[config.mk]
export PLATFORM = sky130hd
export DESIGN_NAME = icache_fill_ctrl_flat
export DESIGN_NICKNAME = d
export VERILOG_FILES = /design/src/rtl/icache_fill_ctrl_if.sv /design/src/rtl/icache_fill_ctrl.sv /design/src/flat_wrapper.sv
export SDC_FILE = /design/constraint.sdc
export NUM_CORES = 1
export LEC_CHECK = 0
export CAP_MARGIN = 15
export CORE_MARGIN = 2
export CORE_UTILIZATION = 30
export CTS_BUF_LIST = sky130_fd_sc_hd__clkbuf_8
export CTS_CLUSTER_SIZE = 28
export DETAILED_ROUTE_END_ITERATION = 6
export DONT_BUFFER_PORTS = 1
export GPL_ROUTABILITY_DRIVEN = 1
export GPL_TIMING_DRIVEN = 0
export PLACE_DENSITY = 0.41
export SYNTH_ARGS = -nofsm -noshare
export SYNTH_HDL_FRONTEND = slang
export SYNTH_SLANG_ARGS = --single-unit
[constraint.sdc]
create_clock -name clk -period 2.4 [get_ports clk]
set_input_delay 0.48 -clock clk [delete_from_list [all_inputs] [get_ports clk]]
set_output_delay 0.48 -clock clk [all_outputs]
set_load 0.005 [all_outputs]
[src/rtl/icache_fill_ctrl_if.sv]
// Bundles the requester, bus-read and array-write signals of the icache fill controller.
// "master" is the requester/bus side; "slave" is the fill controller itself.
interface icache_fill_ctrl_if #(
    parameter int unsigned LINES = 16,
    parameter int unsigned WORDS = 4
);
    localparam int unsigned SETBITS  = $clog2(LINES);
    localparam int unsigned WORDBITS = $clog2(WORDS);
    localparam int unsigned TAGBITS  = 30 - SETBITS - WORDBITS;

    logic                miss;
    logic [31:0]         miss_addr;
    logic                invalidate_all;
    logic [SETBITS-1:0]  lookup_set;
    logic                lookup_valid;
    logic                busy;
    logic                fill_done;
    logic                mem_req;
    logic [31:0]         mem_addr;
    logic                mem_ready;
    logic [31:0]         mem_rdata;
    logic [WORDS-1:0]    wm_we;
    logic [SETBITS-1:0]  wm_set;
    logic [31:0]         wm_wd;
    logic                tag_we;
    logic [TAGBITS-1:0]  tag_wd;

    modport master (
        output miss, miss_addr, invalidate_all, lookup_set, mem_ready, mem_rdata,
        input  lookup_valid, busy, fill_done, mem_req, mem_addr, wm_we, wm_set, wm_wd,
               tag_we, tag_wd
    );

    modport slave (
        input  miss, miss_addr, invalidate_all, lookup_set, mem_ready, mem_rdata,
        output lookup_valid, busy, fill_done, mem_req, mem_addr, wm_we, wm_set, wm_wd,
               tag_we, tag_wd
    );
endinterface

[src/rtl/icache_fill_ctrl.sv]
// Instruction-cache line fill controller: reads one block word by word from the bus,
// writes the word memories and tag array, and tracks a valid bit per set.
module icache_fill_ctrl #(
    parameter int unsigned LINES = 16,
    parameter int unsigned WORDS = 4
) (
    input logic               clk,
    input logic               reset,
    icache_fill_ctrl_if.slave bus
);
    localparam int unsigned SETBITS  = $clog2(LINES);
    localparam int unsigned WORDBITS = $clog2(WORDS);
    localparam int unsigned TAGBITS  = 30 - SETBITS - WORDBITS;

    typedef enum logic [1:0] {StIdle, StFill, StDone} state_e;

    state_e               state_q, state_d;
    logic [WORDBITS-1:0]  cnt_q, cnt_d;
    logic [SETBITS-1:0]   set_q, set_d;
    logic [TAGBITS-1:0]   tag_q, tag_d;
    logic [LINES-1:0]     valid_q;

    // Byte and word offsets of the miss address are irrelevant: fills start at word 0.
    logic unused_addr;
    assign unused_addr = ^bus.miss_addr[WORDBITS+1:0];

    always_ff @(posedge clk or negedge reset) begin
        if (!reset) begin
            state_q <= StIdle;
            cnt_q   <= '0;
            set_q   <= '0;
            tag_q   <= '0;
        end else begin
            state_q <= state_d;
            cnt_q   <= cnt_d;
            set_q   <= set_d;
            tag_q   <= tag_d;
        end
    end

    // invalidate_all takes priority over the fill completing in the same cycle.
    always_ff @(posedge clk or negedge reset) begin
        if (!reset) begin
            valid_q <= '0;
        end else if (bus.invalidate_all) begin
            valid_q <= '0;
        end else if (state_q == StDone) begin
            valid_q[set_q] <= 1'b1;
        end
    end

    assign bus.lookup_valid = valid_q[bus.lookup_set];

    always_comb begin
        state_d       = state_q;
        cnt_d         = cnt_q;
        set_d         = set_q;
        tag_d         = tag_q;
        bus.busy      = 1'b0;
        bus.fill_done = 1'b0;
        bus.mem_req   = 1'b0;
        bus.mem_addr  = '0;
        bus.wm_we     = '0;
        bus.wm_set    = '0;
        bus.wm_wd     = '0;
        bus.tag_we    = 1'b0;
        bus.tag_wd    = '0;
        unique case (state_q)
            StIdle: begin
                if (bus.miss) begin
                    set_d   = bus.miss_addr[WORDBITS+2 +: SETBITS];
                    tag_d   = bus.miss_addr[SETBITS+WORDBITS+2 +: TAGBITS];
                    cnt_d   = '0;
                    state_d = StFill;
                end
            end
            StFill: begin
                bus.busy     = 1'b1;
                bus.mem_req  = 1'b1;
                bus.mem_addr = {tag_q, set_q, cnt_q, 2'b00};
                bus.wm_set   = set_q;
                if (bus.mem_ready) begin
                    bus.wm_we = WORDS'(1) << cnt_q;
                    bus.wm_wd = bus.mem_rdata;
                    if (cnt_q == WORDBITS'(WORDS - 1)) begin
                        cnt_d   = '0;
                        state_d = StDone;
                    end else begin
                        cnt_d = cnt_q + WORDBITS'(1);
                    end
                end
            end
            StDone: begin
                bus.busy      = 1'b1;
                bus.fill_done = 1'b1;
                bus.tag_we    = 1'b1;
                bus.tag_wd    = tag_q;
                bus.wm_set    = set_q;
                state_d       = StIdle;
            end
            default: state_d = StIdle;
        endcase
    end
endmodule

[src/flat_wrapper.sv]
// flat-port wrapper written by rule: the top's interface ports become plain ports
module icache_fill_ctrl_flat 
#(
    parameter int unsigned LINES = 16,
    parameter int unsigned WORDS = 4
)
  (clk, reset, bus_miss, bus_miss_addr, bus_invalidate_all, bus_lookup_set, bus_mem_ready, bus_mem_rdata, bus_lookup_valid, bus_busy, bus_fill_done, bus_mem_req, bus_mem_addr, bus_wm_we, bus_wm_set, bus_wm_wd, bus_tag_we, bus_tag_wd);
  icache_fill_ctrl_if #(.LINES(LINES), .WORDS(WORDS)) bus_i ();
  input logic clk;
  input logic reset;
  input wire logic [$bits(bus_i.miss)-1:0] bus_miss;
  input wire logic [$bits(bus_i.miss_addr)-1:0] bus_miss_addr;
  input wire logic [$bits(bus_i.invalidate_all)-1:0] bus_invalidate_all;
  input wire logic [$bits(bus_i.lookup_set)-1:0] bus_lookup_set;
  input wire logic [$bits(bus_i.mem_ready)-1:0] bus_mem_ready;
  input wire logic [$bits(bus_i.mem_rdata)-1:0] bus_mem_rdata;
  output wire logic [$bits(bus_i.lookup_valid)-1:0] bus_lookup_valid;
  output wire logic [$bits(bus_i.busy)-1:0] bus_busy;
  output wire logic [$bits(bus_i.fill_done)-1:0] bus_fill_done;
  output wire logic [$bits(bus_i.mem_req)-1:0] bus_mem_req;
  output wire logic [$bits(bus_i.mem_addr)-1:0] bus_mem_addr;
  output wire logic [$bits(bus_i.wm_we)-1:0] bus_wm_we;
  output wire logic [$bits(bus_i.wm_set)-1:0] bus_wm_set;
  output wire logic [$bits(bus_i.wm_wd)-1:0] bus_wm_wd;
  output wire logic [$bits(bus_i.tag_we)-1:0] bus_tag_we;
  output wire logic [$bits(bus_i.tag_wd)-1:0] bus_tag_wd;
  assign bus_i.miss = bus_miss;
  assign bus_i.miss_addr = bus_miss_addr;
  assign bus_i.invalidate_all = bus_invalidate_all;
  assign bus_i.lookup_set = bus_lookup_set;
  assign bus_i.mem_ready = bus_mem_ready;
  assign bus_i.mem_rdata = bus_mem_rdata;
  assign bus_lookup_valid = bus_i.lookup_valid;
  assign bus_busy = bus_i.busy;
  assign bus_fill_done = bus_i.fill_done;
  assign bus_mem_req = bus_i.mem_req;
  assign bus_mem_addr = bus_i.mem_addr;
  assign bus_wm_we = bus_i.wm_we;
  assign bus_wm_set = bus_i.wm_set;
  assign bus_wm_wd = bus_i.wm_wd;
  assign bus_tag_we = bus_i.tag_we;
  assign bus_tag_wd = bus_i.tag_wd;
  icache_fill_ctrl #(.LINES(LINES), .WORDS(WORDS)) u_core (.clk(clk), .reset(reset), .bus(bus_i));
endmodule
==> results of run 1 <==
[state kept, by name (all words and copies together), names as in the netlist]
register,count
u_core.cnt_q,2
u_core.set_q,4
u_core.tag_q,24
u_core.valid_q,16
u_core.state_q,2
[where the power goes]
group          internal [µW]  leakage [µW]  switching [µW]
sequential              1100      0.000603             206
clock                    420     0.0000687             295
combinational            679      0.000823             838
[cell usage after synthesis, drive strengths merged]
cell type  number  area share, %
mux4            4            3.8
buf             7            1.5
a21oi          13            2.4
and3b           2           0.64
a31oi           4           0.91
ha              9            4.1
nor2b           3           0.68
dfrtp          48             44
nand2           4           0.64
conb            1           0.14
clkbuf         15            2.0
inv             4           0.55
mux2i           6            2.2
and3           37            8.4
and2           58             13
mux2           30             12
nor3b           1           0.27
nor2           19            2.6
[final timing paths]
| check | to | cells past startpoint | slack, ns |
|---|---|---|---|
| worst max-delay path | bus_tag_wd[14] | 4 | 0.17 |
| min in group asynchronous | u_core.valid_q[6] | 2 | 0.69 |
| worst min register to register | u_core.valid_q[14] | 2 | 0.50 |
| max in group asynchronous | u_core.tag_q[19] | 2 | 1.47 |
| worst min-delay path | u_core.set_q[2] | 1 | 0.31 |
| worst max register to register | u_core.tag_q[19] | 5 | 0.59 |
[routing by layer]
layer | wire length, µm | share of wire (%) | global-route usage, %
met1 | 2810 | 40 | 17.2
met5 | 11 | 0.16 | 0
met2 | 3450 | 49 | 22.5
met3 | 729 | 10 | 4.08
met4 | 78 | 1.1 | 3.69
[final cells by class]
cell class                      instances  area (µm²)  area share (%)
Tap cell                              108         135            4.41
Multi-Input combinational cell        192        1440            47.0
Buffer                                 21        97.6            3.18
Clock inverter                          3        68.8            2.24
Inverter                                4        15.0           0.490
Timing Repair Buffer                    2        37.5            1.22
Clock buffer                            5        68.8            2.24
Sequential cell                        48        1200            39.2
[cells by family (layout without fill, tap and decap cells)]
logic type | count (synthesis) | count (layout) | synth area share [%]
AND/OR/NAND/NOR | 124 | 124 | 26.4
multiplexers | 40 | 40 | 18.3
AO/OA/AOI/OAI | 17 | 17 | 3.27
adder cells (fa/ha/maj) | 9 | 9 | 4.09
buffers and inverters | 26 | 35 | 4.14
flip-flops | 48 | 48 | 43.7
other | 1 | 2 | 0.136
[stage by stage]
| stage | power, µW | instance area (µm²) | util, % | hold slack, ns | worst slack [ns] |
|---|---|---|---|---|---|
| after detailed placement | 2830 | 2890 | 32.8 | 0.185 | 0.263 |
| after global routing | 3820 | 3070 | 34.8 | 0.298 | 0.00916 |
| after global placement | 2830 | 2890 | 32.8 | 0.185 | 0.312 |
| final | 3530 | 3070 | 34.8 | 0.315 | 0.174 |
| after floorplan | 2430 | 2760 | - | 0.184 | 0.633 |
| after CTS | 3600 | 3060 | 34.7 | 0.0139 | 0.0414 |
[worst max-delay path, cell delays in order (launching register included)]
cell      delay [ns]
dfrtp_1         0.41
inv_1           0.12
ha_2            0.38
clkbuf_1        0.33
and2_1          0.21
[what timing repair did]
action | 4_1_cts | 5_1_grt
hold buffers | 1 | 1
endpoints found under the hold margin | 48 | 1
endpoints found under the setup margin | 30 | 13
gates cloned | 0 | 0
gates resized for setup | 2 | 2
==> metrics.yaml, run 1 <==
outcome:
  run_status: "completed"
run:
  cap_violations: 0
timing:
  setup_tns_ns: 0
  fin_crit_ns: 2.23
  setup_violations: 0
  skew_ns: 0.0135
  rsz0062_at_grt: "false"
  hold_viol: 0
  min_period_over_period_pct: 92.8
  max_freq_mhz: 449
  drv_slew: 0
layout:
  finalNonFillerCells: 383
  antenna_cells: 0
  drive_above_1_share_pct: 18.2
  synthToLayoutAreaGrowth_pct: 11.5
  nets: 356
  fillers: 909
  layout_common_cells: "and2_1 (58), dfrtp_1 (48), and3_1 (37)"
  final_common_cell: "and2_1"
critical_path:
  cp_data_arrival_time_ns: 1.75
  cp-start-kind: "register"
  regToRegStartpoint: "u_core.state_q[0]"
  cp.required_ns: 1.92
  path_class: "reg -> out"
  setup.worst_path.start: "u_core.state_q[0]"
  crit_path_end_kind: "output pin"
  cp_max_fo: 12
synthesis:
  ys_seq_area_share_pct: 43.7
  ys_ff_latch: 48
  yosysWarnings: 0
  ys_types: 20
  syn_inst: 265
  synthesis.area_um2: 2750
  avgSynthCellArea_um2: 10.4
floorplan:
  start_util_pct: 31.2
  fp.dieW_um: 99.8
  core_um2: 8810
  die_height_um: 99.8
  die_area_um2: 9950
  io_pins: 174
  num_rows: 34
detailed_routing:
  drc: 0
  wl_per_cell_um: 18.5
  postRouteAntennaNets: 0
  via_count: 2007
  avgViaCountPerCell: 5.24
  drt_iter0_drc: 37
  wl_mm: 7.08
  dr.pass1.iters: 4
clocking:
  clock_sinks: 48
  clockBufferDepth: 2
  htreeDepth: 2
  cts_tree: "yes"
  post-cts-setup-buffer-count: 0
  numCtsBuffers: 5
  worstSkewPairLatency_ns: 0.31
  root_buffer: "clkbuf_8"
  clk_pin_slew_ns: 0.10
worst_hold_path:
  min_from: "bus_miss_addr[6]"
  hp-class: "in -> reg"
power:
  cellPowerDensity_nw_per_um2: 1150
  ir_drop_mv: 0.412
  leakagePower_uw: 0.00150
place:
  place.gp.congestion: 0.685
  hpwl_mm: 5.14
  dp_cells: 374
  port_buffers: 0
global_route:
  first_global_vias: 1901
  grt_max_degree: 49
  grt.overflow.total: 0
  grt_util_all_layers_pct: 13.6
  grt_pass1_wl_mm: 10.5
  antenna_found_initial: 1
Power figures use the tool's default switching activity.
==> run 2, diff against run 1 <==
--- a/config.mk
+++ b/config.mk
@@ -5,6 +5,7 @@
 export SDC_FILE = /design/constraint.sdc
 export NUM_CORES = 1
 export LEC_CHECK = 0
+export ABC_CLOCK_PERIOD_IN_PS = 2400
 export CAP_MARGIN = 15
 export CORE_MARGIN = 2
 export CORE_UTILIZATION = 30
==> results of run 2 <==
No change in the layout: final DEF, timing and power equal those of run 1.
==> run 3, diff against run 2 <==
--- a/config.mk
+++ b/config.mk
@@ -5,6 +5,7 @@
 export SDC_FILE = /design/constraint.sdc
 export NUM_CORES = 1
 export LEC_CHECK = 0
+export ABC_AREA = 0
 export ABC_CLOCK_PERIOD_IN_PS = 2400
 export CAP_MARGIN = 15
 export CORE_MARGIN = 2
==> results of run 3 <==
No change in the layout: final DEF, timing and power equal those of run 1.
